`src/rtl/pipeline_pkg.sv`:
```
// Shared constants and types for the MEM-stage store write buffer.
// Entries hold word addresses only; byte-offset bits are dropped on entry.
package pipeline_pkg;

    localparam int WORD_OFFSET_BITS = 2;
    localparam int SB_DEPTH         = 4;
    localparam int SB_AW            = 32;
    localparam int SB_DW            = 32;

    typedef struct packed {
        logic [SB_AW-1:WORD_OFFSET_BITS] addr_word;
        logic [SB_DW-1:0]                data;
    } sb_entry_t;

    typedef logic [$clog2(SB_DEPTH):0] sb_count_t;

endpackage

```
`src/rtl/sb_forward_match.sv`:
```
// Youngest-match forwarding scan over the occupied store buffer entries.
// Walks oldest to youngest from rd_ptr so the last hit wins.
module sb_forward_match
    import pipeline_pkg::*;
#(
    parameter int DEPTH = SB_DEPTH,
    parameter int AW    = SB_AW,
    parameter int DW    = SB_DW,
    localparam int PW   = $clog2(DEPTH)
) (
    input  sb_entry_t        entries [DEPTH],
    input  logic [PW-1:0]    rd_ptr,
    input  sb_count_t        count,
    input  logic             ld_valid,
    input  logic [AW-1:0]    ld_addr,
    output logic             hit,
    output logic [DW-1:0]    data
);

    logic unused_ld_offset;
    assign unused_ld_offset = ^ld_addr[WORD_OFFSET_BITS-1:0];

    // Occupied slots are rd_ptr .. rd_ptr+count-1 with natural wrap.
    always_comb begin
        hit  = 1'b0;
        data = '0;
        for (int i = 0; i < DEPTH; i++) begin
            if (ld_valid && (sb_count_t'(i) < count) &&
                (entries[PW'(rd_ptr + PW'(i))].addr_word == ld_addr[AW-1:WORD_OFFSET_BITS])) begin
                hit  = 1'b1;
                data = entries[PW'(rd_ptr + PW'(i))].data;
            end
        end
    end

endmodule

```
`src/rtl/store_write_buffer.sv`:
```
// Store write buffer between the MEM stage and slower data memory: accepts
// stores in one cycle, drains oldest first, forwards youngest data to loads.
module store_write_buffer
    import pipeline_pkg::*;
#(
    parameter int DEPTH = SB_DEPTH,
    parameter int AW    = SB_AW,
    parameter int DW    = SB_DW
) (
    input  logic                     clk,
    input  logic                     init,
    input  logic                     st_valid,
    input  logic [AW-1:0]            st_addr,
    input  logic [DW-1:0]            st_data,
    output logic                     stall,
    input  logic                     ld_valid,
    input  logic [AW-1:0]            ld_addr,
    output logic                     ld_hit,
    output logic [DW-1:0]            ld_data,
    output logic                     mem_req,
    output logic [AW-1:0]            mem_addr,
    output logic [DW-1:0]            mem_wdata,
    input  logic                     mem_ack,
    output logic [$clog2(DEPTH):0]   count,
    output logic                     empty,
    output logic                     full
);

    localparam int PW = $clog2(DEPTH);

    sb_entry_t       entries_q [DEPTH];
    sb_entry_t       entries_d [DEPTH];
    logic [PW-1:0]   wr_ptr_q, wr_ptr_d;
    logic [PW-1:0]   rd_ptr_q, rd_ptr_d;
    sb_count_t       count_q, count_d;
    logic            push;
    logic            pop;

    logic unused_st_offset;
    assign unused_st_offset = ^st_addr[WORD_OFFSET_BITS-1:0];

    // A full buffer refuses the store even if the head drains this cycle,
    // which keeps stall off the mem_ack timing path.
    assign full      = (count_q == sb_count_t'(DEPTH));
    assign empty     = (count_q == '0);
    assign stall     = st_valid & full;
    assign push      = st_valid & ~full;
    assign mem_req   = ~empty;
    assign pop       = mem_req & mem_ack;
    assign mem_addr  = {entries_q[rd_ptr_q].addr_word, {WORD_OFFSET_BITS{1'b0}}};
    assign mem_wdata = entries_q[rd_ptr_q].data;
    assign count     = count_q;

    always_comb begin
        entries_d = entries_q;
        wr_ptr_d  = wr_ptr_q;
        rd_ptr_d  = rd_ptr_q;
        count_d   = count_q;
        if (push) begin
            entries_d[wr_ptr_q] = '{addr_word: st_addr[AW-1:WORD_OFFSET_BITS], data: st_data};
            wr_ptr_d            = wr_ptr_q + 1'b1;
        end
        if (pop) begin
            rd_ptr_d = rd_ptr_q + 1'b1;
        end
        case ({push, pop})
            2'b10:   count_d = count_q + 1'b1;
            2'b01:   count_d = count_q - 1'b1;
            default: count_d = count_q;
        endcase
    end

    // Entry payloads need no reset; only pointers and occupancy are cleared.
    always_ff @(posedge clk) begin
        entries_q <= entries_d;
        if (init) begin
            wr_ptr_q <= '0;
            rd_ptr_q <= '0;
            count_q  <= '0;
        end else begin
            wr_ptr_q <= wr_ptr_d;
            rd_ptr_q <= rd_ptr_d;
            count_q  <= count_d;
        end
    end

    sb_forward_match #(
        .DEPTH (DEPTH),
        .AW    (AW),
        .DW    (DW)
    ) u_forward (
        .entries  (entries_q),
        .rd_ptr   (rd_ptr_q),
        .count    (count_q),
        .ld_valid (ld_valid),
        .ld_addr  (ld_addr),
        .hit      (ld_hit),
        .data     (ld_data)
    );

    a_count_bound: assert property (@(posedge clk) disable iff (init)
        count_q <= sb_count_t'(DEPTH));
    a_no_overflow: assert property (@(posedge clk) disable iff (init)
        !(push && !pop && full));
    a_no_underflow: assert property (@(posedge clk) disable iff (init)
        !(pop && !push && empty));

endmodule

```
`config.mk`:
```
export PLATFORM = sky130hd
export DESIGN_NAME = store_write_buffer
export DESIGN_NICKNAME = d
export VERILOG_FILES = /design/src/rtl/pipeline_pkg.sv /design/src/rtl/sb_forward_match.sv /design/src/rtl/store_write_buffer.sv
export SDC_FILE = /design/constraint.sdc
export NUM_CORES = 1
export LEC_CHECK = 0
export CAP_MARGIN = 40
export CORE_ASPECT_RATIO = 0.75
export CORE_UTILIZATION = 56
export CTS_BUF_LIST = sky130_fd_sc_hd__clkbuf_4 sky130_fd_sc_hd__clkbuf_8
export DETAILED_ROUTE_END_ITERATION = 8
export GPL_TIMING_DRIVEN = 0
export PLACE_DENSITY = 0.77
export SYNTH_ARGS = -nofsm -noshare
export SYNTH_HDL_FRONTEND = slang
export SYNTH_SLANG_ARGS = --single-unit
export TNS_END_PERCENT = 1
```
`constraint.sdc`:
```
create_clock -name clk -period 4.7 [get_ports clk]
set_clock_uncertainty 0.1 [all_clocks]
set_input_delay 0.705 -clock clk [delete_from_list [all_inputs] [get_ports clk]]
set_output_delay 0.705 -clock clk [all_outputs]
set_load 0.1 [all_outputs]
```
**Yosys cells after proc, flatten, opt, wreduce, memory -nomap -nowiden**

Cells that the tools add are included.

- Flip-flop bits (word level): 255
- Bits of input ports: 101
- Output and inout port bits: 104
- Logic and storage cells: 79

- $add $sub $neg: 6
- Magnitude comparators: 10
- Eq/ne operators: 7
- Muxes and demuxes: 24
- Bitwise gates (word level): 10
- Reduce and logical (&&, ||, !) cells: 11

Operator list:

| kind | number |
|---|---|
| 62-bit 2-to-1 mux | 9 |
| 62-bit binary-select mux with 2-bit select | 4 |
| 248-bit bitwise mux | 1 |
| 32-bit 2-to-1 mux | 4 |
| 62-bit demux with 2-bit select | 1 |
| 30-bit == test | 4 |
| 3-bit >= comparator (second input constant) | 5 |
| 2-bit inverter with 3-bit output | 5 |
| 1-bit logical AND | 9 |
| 1-bit by 3-bit < comparator with 1-bit output (first input constant) | 2 |
| 2-bit by 3-bit < comparator with 1-bit output (first input constant) | 2 |
| 3-bit case mux with 2 select lines | 1 |
| 2-bit by 1-bit adder with 2-bit output (second input constant) | 2 |
| 2-bit adder (second input constant) | 2 |
| 1-bit 2-to-1 mux | 4 |
| 3-bit by 1-bit adder with 3-bit output (second input constant) | 1 |
| 1-bit bitwise AND | 3 |
| 3-bit == test (second input constant) | 1 |
| 3-bit zero test | 1 |
| 3-bit by 1-bit < comparator with 1-bit output (second input constant) | 1 |
| 3-bit by 1-bit subtractor with 3-bit output (second input constant) | 1 |
| 2-bit by 1-bit == test with 1-bit output (second input constant) | 1 |
| 2-bit == test (second input constant) | 1 |
| 1-bit inverter | 2 |
| 2-bit nonzero test | 1 |

**Logic depth before layout (Yosys ltp)**

Gate-level depths: netlist of the first run.

- Depth in word-level cells: 10
- Mapped depth: 15
- Mapped depth without buffers: 9

**Hierarchy**

A second synthesis of the first run with hierarchy kept.

- Cells, all modules: 1398
- Area total of the unflattened synthesis: 17882.2 µm²

Modules (own cells, without submodules):

| module | instances | cells an instance | area an instance (µm²) | seq. area each (µm²) |
|---|---|---|---|---|
| store_write_buffer | 1 | 379 | 9464.1 | 7587.3 |
| sb_forward_match | 1 | 1019 | 8418.1 | 0.0 |

**Worst setup path after synthesis of the first run**

No wires, ideal clock.

- Kind: flip-flop to output port
- Start point: register rd_ptr_q[0]
- End point: output port ld_data[2]
- Arrival: 5.743 ns
- Data required time: 3.895 ns
- Setup slack: -1.848 ns
- Cell stages (with the launch flop): 12
- Path buffers: 4
- Cell sequence: dfxtp_1 buf_6 buf_8 buf_12 mux2i_1 mux2i_1 o221ai_1 nor4_1 and4_1 buf_1 a311oi_1 o31ai_1

- Word-level cells in the longest chain between the ends: 10
- Elaborated cells on any way between the ends: 31
- Those cells by class: 3 x add/sub; 4 x eq/ne; 16 x mux; 4 x bitwise; 4 x reduce/logical

Ends and longest elaborated chain:

| item | line | text |
|---|---|---|
| start, declared | store_write_buffer.sv:34 | `logic [PW-1:0] rd_ptr_q, rd_ptr_d;` |
| start signal, assigned | store_write_buffer.sv:82 | `rd_ptr_q <= rd_ptr_d;` |
| 2-bit inverter with 3-bit output | n/a |  |
| 62-bit binary-select mux with 2-bit select | n/a |  |
| 62-bit 2-to-1 mux | n/a |  |
| 62-bit 2-to-1 mux (not written as such) | sb_forward_match.sv:31 | `data = entries[PW'(rd_ptr + PW'(i))].data;` |
| net mem_addr[31] | store_write_buffer.sv:21 | `output logic [AW-1:0] mem_addr,` |
| 30-bit == test | sb_forward_match.sv:29 | `(entries[PW'(rd_ptr + PW'(i))].addr_word == ld_addr[AW-1:WORD_OFFSET_BITS])) begin` |
| 1-bit logical AND | sb_forward_match.sv:28 | `if (ld_valid && (sb_count_t'(i) < count) &&` |
| 32-bit 2-to-1 mux (4 in a row) | sb_forward_match.sv:28 |  |
| end, declared | store_write_buffer.sv:19 | `output logic [DW-1:0] ld_data,` |

The timed path passes the listed nets, and every way through them passes these cells. The select of a mux whose other input is x is not followed.

**Worst setup path after layout of the first run**

- Start point: register rd_ptr_q[1]
- End point: output port ld_data[26]

- Word-level cells in the longest chain between the ends: 10
- Elaborated cells on any way between the ends: 31
- Those cells by class: 3 x add/sub; 4 x eq/ne; 16 x mux; 4 x bitwise; 4 x reduce/logical

Ends and longest elaborated chain:

| item | line |
|---|---|
| 2-bit by 1-bit adder with 2-bit output / 2-bit inverter with 3-bit output (equally long branches) | sb_forward_match.sv:29, sb_forward_match.sv:31 |
| 2-bit inverter with 3-bit output (not written as such) / 62-bit binary-select mux with 2-bit select (equally long branches) | sb_forward_match.sv:29, sb_forward_match.sv:31 |
| 62-bit binary-select mux with 2-bit select / 62-bit 2-to-1 mux (equally long branches) | sb_forward_match.sv:29, sb_forward_match.sv:31 |
| 62-bit 2-to-1 mux (on tied branches) | sb_forward_match.sv:29, sb_forward_match.sv:31 |
| 62-bit 2-to-1 mux (not written as such) / 30-bit == test (equally long branches) | sb_forward_match.sv:31, sb_forward_match.sv:29 |
| 30-bit == test / 1-bit logical AND (equally long branches) | sb_forward_match.sv:29, sb_forward_match.sv:28 |
| 1-bit logical AND / 32-bit 2-to-1 mux (equally long branches) | sb_forward_match.sv:28 |
| 32-bit 2-to-1 mux (2 in a row) | sb_forward_match.sv:28 |
| 32-bit 2-to-1 mux * | sb_forward_match.sv:28 |

Mark *: on every way between the ends. The rest lies on a longest branch, timed or not. The select of a mux whose other input is x is not followed.

==> results of run 1 <==
## kinds of logic (layout without fill, tap and decap cells)
family          count (synthesis)  count (layout)  synth area share (%)
xor+xnor                      109             109                  5.69
simple gates                  262             262                  7.56
other cells                     1               4                0.0222
flops                         255             255                  44.8
fa+ha+maj                       9               9                 0.665
compound gates                288             288                  13.5
buf+inv                       139             531                  4.66
mux                           285             285                  23.1
## worst reg2reg max path, stage by stage (launching register included)
cell                       delay [ns]
sky130_fd_sc_hd__dfxtp_1         0.56
sky130_fd_sc_hd__inv_1           0.15
sky130_fd_sc_hd__ha_1            0.27
sky130_fd_sc_hd__and2_1          0.20
sky130_fd_sc_hd__nor2b_1         0.11
sky130_fd_sc_hd__clkbuf_1        0.34
sky130_fd_sc_hd__and2_4          0.56
sky130_fd_sc_hd__buf_16          0.31
## how the worst min path moves through the flow
stage               slack [ns]   startpoint  cells after the start     endpoint
floorplan                 0.44  wr_ptr_q[0]                      2  wr_ptr_q[0]
CTS                       0.53  wr_ptr_q[0]                      2  wr_ptr_q[0]
global placement          0.46  wr_ptr_q[0]                      2  wr_ptr_q[0]
finish                    0.51  wr_ptr_q[0]                      2  wr_ptr_q[0]
detailed placement        0.52  wr_ptr_q[0]                      2  wr_ptr_q[0]
global route              0.53  wr_ptr_q[0]                      2  wr_ptr_q[0]
## flip-flops by register name, summed over array words and instances, names as in the netlist
signal	cells
entries_q	248
count	3
rd_ptr_q	2
wr_ptr_q	2
## what timing repair did
item / in CTS / in global routing
cloned: 2 / 0
setup endpoints to repair: 74 / 35
buffers inserted: 49 / 13
gates resized for setup: 240 / 51
endpoints found under the hold margin: 0 / 0
pin swaps: 36 / 39
## Yosys cell counts, drive strengths merged (34+ instances only)
cell type	count	area, um^2
a22oi	34	380
o21ai	70	350
mux4	75	1720
xnor2	80	708
mux2i	138	1380
o221ai	34	310
buf	74	543
nor2	87	329
edfxtp	248	7450
nand2	78	293
mux2	72	811
clkbuf	54	204
a21oi	76	380
## stage by stage
step | power, uW | utilization (%)
finish | 13100 | 80.3
CTS | 12700 | 78.9
detailed placement | 10100 | 72.0
global placement | 9090 | 65.9
floorplan | 7520 | -
global route | 13400 | 80.3
## area by class of cell
type | instances | area [um^2] | area share, %
flip-flops and latches | 255 | 7590 | 32.2
multi-input cells | 955 | 9510 | 40.3
inverters | 11 | 41.3 | 0.175
plain buffers | 126 | 1110 | 4.69
well taps | 392 | 490 | 2.08
clock inverters | 17 | 133 | 0.562
diodes | 2 | 5.00 | 0.0212
repair buffers | 319 | 4020 | 17.0
clock buffers | 58 | 698 | 2.96
## report_power, final
| group | total, uW | internal (uW) | switching (uW) |
|---|---|---|---|
| clock | 2050 | 1080 | 974 |
| combinational | 8250 | 3270 | 4980 |
| sequential | 2850 | 2710 | 141 |
## metal layers
| layer | vias to the layer above | part of all wire [%] |
|---|---|---|
| li1 | 6010 | - |
| met1 | 7292 | 39 |
| met2 | 1336 | 43 |
| met3 | 223 | 14 |
| met4 | 0 | 3.7 |
| met5 | - | 0 |
==> impl_metrics.yaml, run 1 <==
drt:
  drtPass1Iterations: 9
  routed_via_density: 6.96
  drt.antenna.violating_nets: 0
  drt-total-wl_mm: 65.4
  post_drt_wl_per_cell_um: 30.6
  via_count: 14861
  drtIter0Drc: 2091
  remaining_drc_errors: 0
worst_setup_path:
  worst_ep_arrival_time_ns: 4.39
  endpoint: "ld_data[26]"
  rr_endpoint: "entries_q[90]"
  criticalPathCategory: "flip-flop to primary output"
  start_kind: "flip-flop"
  cp_common_cell: "sky130_fd_sc_hd__buf_6"
  max_stage_delay_ns: 0.56
  path_delay_family: "buffers and inverters"
  r2r-start: "count[0]"
  timing.critical_path.depth: 15
  cp_max_fo: 10
  timing.reg2reg.worst_path_depth: 7
  cp_data_required_time_ns: 3.89
  slowest_stage: "sky130_fd_sc_hd__mux4_2"
  cp_cell_sequence: "buf_6, buf_6, buf_6, buf_8, mux4_2, xnor2_2, nand4_1, nor4_4, buf_4, buf_6, buf_6, buf_12, a21oi_1, a22oi_2, buf_12"
  ff2ff_setup_slack_ns: 1.71
  startpoint: "rd_ptr_q[1]"
  crit_buf_inv: 9
  worst_setup_path_end_kind: "primary output"
timing:
  post_route_worst_hold_slack_ns: 0.508
  timing.final.max_slew_violations: 0
  postLayoutSetupSlackWorst_ns: -0.491
  setup-violations-final: 33
  maxSlewHeadroom_pct: 40.1
  final.setup.tns_ns: -12.28
  finalCritPeriodShare_pct: 110
  achievable-frequency_mhz: 193
  period_minus_slack_ns: 5.19
  rsz_0062_raised_after_global_routing: "true"
  timing_worst_slew_pin_value_ns: 0.899
  finalHoldViolCount: 0
clock_tree:
  hold_buffers: 0
  cts.path.max_buffers: 3
  clock_sink_count: 255
  clock_insertion_delay_worst_skew_ns: 0.57
  cts-buffers-inserted: 42
  htreeDepth: 2
  tritoncts: "done"
  ctsRootBufferMaster: "sky130_fd_sc_hd__clkbuf_8"
  cts.reportedPaths.clkPinSlew_ns: 0.07
placement:
  post_place_setup_slack_ns: -1.24
  placement.io_buffers: 177
  place_hpwl_mm: 44.0
  dpl-instance-area_mm2: 0.0212
  gp_congestion: 0.999
  dp.cells: 2026
global_route:
  grt_use_met3_pct: 12.2
  grt_first_pass_wirelength_mm: 94.4
  globalRouteMet2Util_pct: 59.2
  grt_start_max_net_pins: 49
  overall_global_routing_resource_usage_pct: 41.3
  grt_busiest_layer: "met1"
  antenna_found_initial: 2
  grt_use_met1_pct: 60.6
  vias_in_the_first_global_route: 14462
  grt_overflow: 0
hold_path:
  worst_hold_path_type: "flip-flop to flip-flop"
cells_and_area:
  layout-drive-gt1-share_pct: 38.1
  final_std_cells_w_o_fill: 2135
  layout.cells.most_common_list: "248 x sky130_fd_sc_hd__edfxtp_1, 144 x sky130_fd_sc_hd__clkdlybuf4s50_1, 113 x sky130_fd_sc_hd__mux2i_1, 85 x sky130_fd_sc_hd__nor2_1, 73 x sky130_fd_sc_hd__nand2_1"
  area.growth.synth_to_final_pct: 39.4
  final.fill_count: 1621
  nets: 1820
  most_common_library_cell_in_the_layout_ignoring_fill_and_taps: "sky130_fd_sc_hd__edfxtp_1"
  final_area_mm2: 0.0236
power:
  power.static_leakage_uw: 0.00787
  power-per-cell-area_mw_per_mm2: 557
  ir_worst_vdd_uv: 553
floorplanning:
  core_region_area_mm2: 0.0294
  chipWidth_um: 203
  chipHeight_um: 153
  num_rows: 54
  design.die.area_mm2: 0.0309
  initial_core_utilization_pct: 57.6
  floorplan.io_pins: 205
logic_synthesis:
  synth.lib_cells_used.distinct: 68
  ys_seq_area_share_pct: 44.8
  synth_flop_cell: "sky130_fd_sc_hd__edfxtp_1"
  post_synth_edffs: 248
  synth_seq_cells: 255
  synth_async_sr_flop_share_pct: 0
  synth-warning-count: 0
  avgSynthCellArea_um2: 12.6
  syn_area_mm2: 0.0169
  synth_cells: 1348
outcome:
  violated_checks: "negative setup slack"
  result_of_the_run: "complete, but fails checks"
run:
  timing.max_cap.violations: 0
Note: power is estimated with default switching activity, not from simulation.
==> run 2: changes to the inputs <==
- TNS_END_PERCENT: 1 -> 50
==> run 2 against run 1 <==
The run still ends with negative setup slack left. Wire length grew 0.90%. Worst hold slack lost 0.023 ns. Count of clock-buffer cells in the layout down 2. Critical endpoint is now ld_data[12]. Combinational power grew 1%. Sequential power is essentially flat.
==> impl_metrics.yaml, run 2 (same netlist as run 1, synthesis figures left out) <==
placement:
  place_hpwl_mm: 43.2
  post_place_setup_slack_ns: -1.23
  placement.io_buffers: 177
  gp_congestion: 1.02
timing:
  period_minus_slack_ns: 5.14
  postLayoutSetupSlackWorst_ns: -0.440
  finalHoldViolCount: 0
  timing_worst_slew_pin_value_ns: 0.899
  achievable-frequency_mhz: 195
  rsz_0062_raised_after_global_routing: "true"
  maxSlewHeadroom_pct: 40.0
  timing.final.max_slew_violations: 0
  setup-violations-final: 33
  finalCritPeriodShare_pct: 109
cells_and_area:
  utilization_pct: 82.5
  layout.cells.most_common_list: "248 x sky130_fd_sc_hd__edfxtp_1, 144 x sky130_fd_sc_hd__clkdlybuf4s50_1, 113 x sky130_fd_sc_hd__mux2i_1, 85 x sky130_fd_sc_hd__nor2_1, 81 x sky130_fd_sc_hd__buf_8"
  area.growth.synth_to_final_pct: 43.3
  regMostFlops: "entries_q"
  layout-drive-gt1-share_pct: 39.8
  largest_register_ffs: 248
  most_common_library_cell_in_the_layout_ignoring_fill_and_taps: "sky130_fd_sc_hd__edfxtp_1"
  nets: 1839
floorplanning:
  chipHeight_um: 153
  num_rows: 54
  core_region_area_mm2: 0.0294
  design.die.area_mm2: 0.0309
  chipWidth_um: 203
  floorplan.io_pins: 205
  initial_core_utilization_pct: 57.6
drt:
  drtPass1Iterations: 7
  remaining_drc_errors: 0
  via_count: 15224
  post_drt_wl_per_cell_um: 30.6
  drt-total-wl_mm: 66.0
  drtIter0Drc: 2570
  routed_via_density: 7.06
  drt.antenna.violating_nets: 0
worst_setup_path:
  cp_max_fo: 7
  timing.reg2reg.worst_path_depth: 7
  rr_endpoint: "entries_q[60]"
  worst_ep_arrival_time_ns: 4.34
  cp_data_required_time_ns: 3.89
  startpoint: "rd_ptr_q[0]"
  criticalPathCategory: "flip-flop to primary output"
  ff2ff_setup_slack_ns: 1.82
  endpoint: "ld_data[12]"
  r2r-start: "count[0]"
  worst_setup_path_end_kind: "primary output"
  start_kind: "flip-flop"
power:
  power.static_leakage_uw: 0.00803
  ir_worst_vdd_uv: 555
  power-per-cell-area_mw_per_mm2: 543
outcome:
  result_of_the_run: "complete, but fails checks"
  violated_checks: "negative setup slack"
clock_tree:
  cts.path.max_buffers: 3
  cts.reportedPaths.clkPinSlew_ns: 0.07
  tritoncts: "done"
  htreeDepth: 2
  cts-buffers-inserted: 42
  hold_buffers: 0
  clock_sink_count: 255
  clock_insertion_delay_worst_skew_ns: 0.58
  ctsRootBufferMaster: "sky130_fd_sc_hd__clkbuf_8"
global_route:
  grt_first_pass_wirelength_mm: 93.6
  overall_global_routing_resource_usage_pct: 40.9
  antenna_found_initial: 4
  grt_start_max_net_pins: 52
  vias_in_the_first_global_route: 14523
  grt_overflow: 0
hold_path:
  critical_hold_path_startpoint: "wr_ptr_q[0]"
  worst_hold_path_type: "flip-flop to flip-flop"
  hold-path-cell-count: 2
run:
  timing.max_cap.violations: 0
run 2: area by class of cell:
type	instances	area [um^2]
inverters	11	41.3
fillers	1493	5150
flip-flops and latches	255	7590
clock inverters	19	113
clock buffers	56	689
plain buffers	124	1190
multi-input cells	955	9830
diodes	4	10.0
repair buffers	340	4290
well taps	392	490
run 2: metrics by stage:
step	total power (uW)	cells	cell area (um^2)	setup TNS, ns	hold slack (ns)
after CTS	12700	2128	23600	-8.24	0.485
final	13200	2156	24200	-11.24	0.485
after detailed placement	10100	2030	21300	-43.02	0.473
after global routing	13400	2155	24200	-13.42	0.505
after floorplan	7580	1349	17200	-5.39	0.438
after global placement	9130	1918	19500	-144.60	0.464
run 2: layer usage:
metal | share of wire [%] | routed length [um] | vias up | GRT usage (%)
met4 | 3.7 | 2420 | 2 | 13.9
met2 | 42 | 28000 | 1447 | 58.4
met5 | 0.020 | 13 | - | 0
met3 | 15 | 10100 | 255 | 11.6
li1 | - | - | 6041 | -
met1 | 39 | 25400 | 7479 | 59.6
run 2: worst min path at each step:
stage	end	slack [ns]
after global placement	wr_ptr_q[0]	0.46
after CTS	wr_ptr_q[0]	0.48
final	wr_ptr_q[0]	0.48
after global routing	wr_ptr_q[0]	0.51
after detailed placement	wr_ptr_q[0]	0.47
after floorplan	wr_ptr_q[0]	0.44
run 2: critical path, stage by stage, from the launching register on:
cell	delay, ns
sky130_fd_sc_hd__dfxtp_4	0.41
sky130_fd_sc_hd__buf_12	0.16
sky130_fd_sc_hd__buf_6	0.11
sky130_fd_sc_hd__buf_12	0.13
sky130_fd_sc_hd__buf_8	0.14
sky130_fd_sc_hd__mux4_2	0.53
sky130_fd_sc_hd__xnor2_2	0.17
sky130_fd_sc_hd__nand4_1	0.20
sky130_fd_sc_hd__or4_4	0.58
sky130_fd_sc_hd__nor4_4	0.24
sky130_fd_sc_hd__buf_6	0.21
sky130_fd_sc_hd__buf_4	0.15
sky130_fd_sc_hd__buf_6	0.12
sky130_fd_sc_hd__a21oi_1	0.09
sky130_fd_sc_hd__a22oi_2	0.29
sky130_fd_sc_hd__buf_12	0.21
run 2: where the power goes:
part	switching [uW]	total, uW	internal, uW
Clock	959	1970	1010
Sequential	143	2850	2710
Combinational	5000	8330	3330
Total	6100	13200	7060
run 2: timing repair:
item	4_1_cts	5_1_grt
setup buffers	55	19
pin swaps	66	70
resized for setup	269	79
gates cloned	3	4
setup endpoints to repair	74	45
hold endpoints to repair	0	0
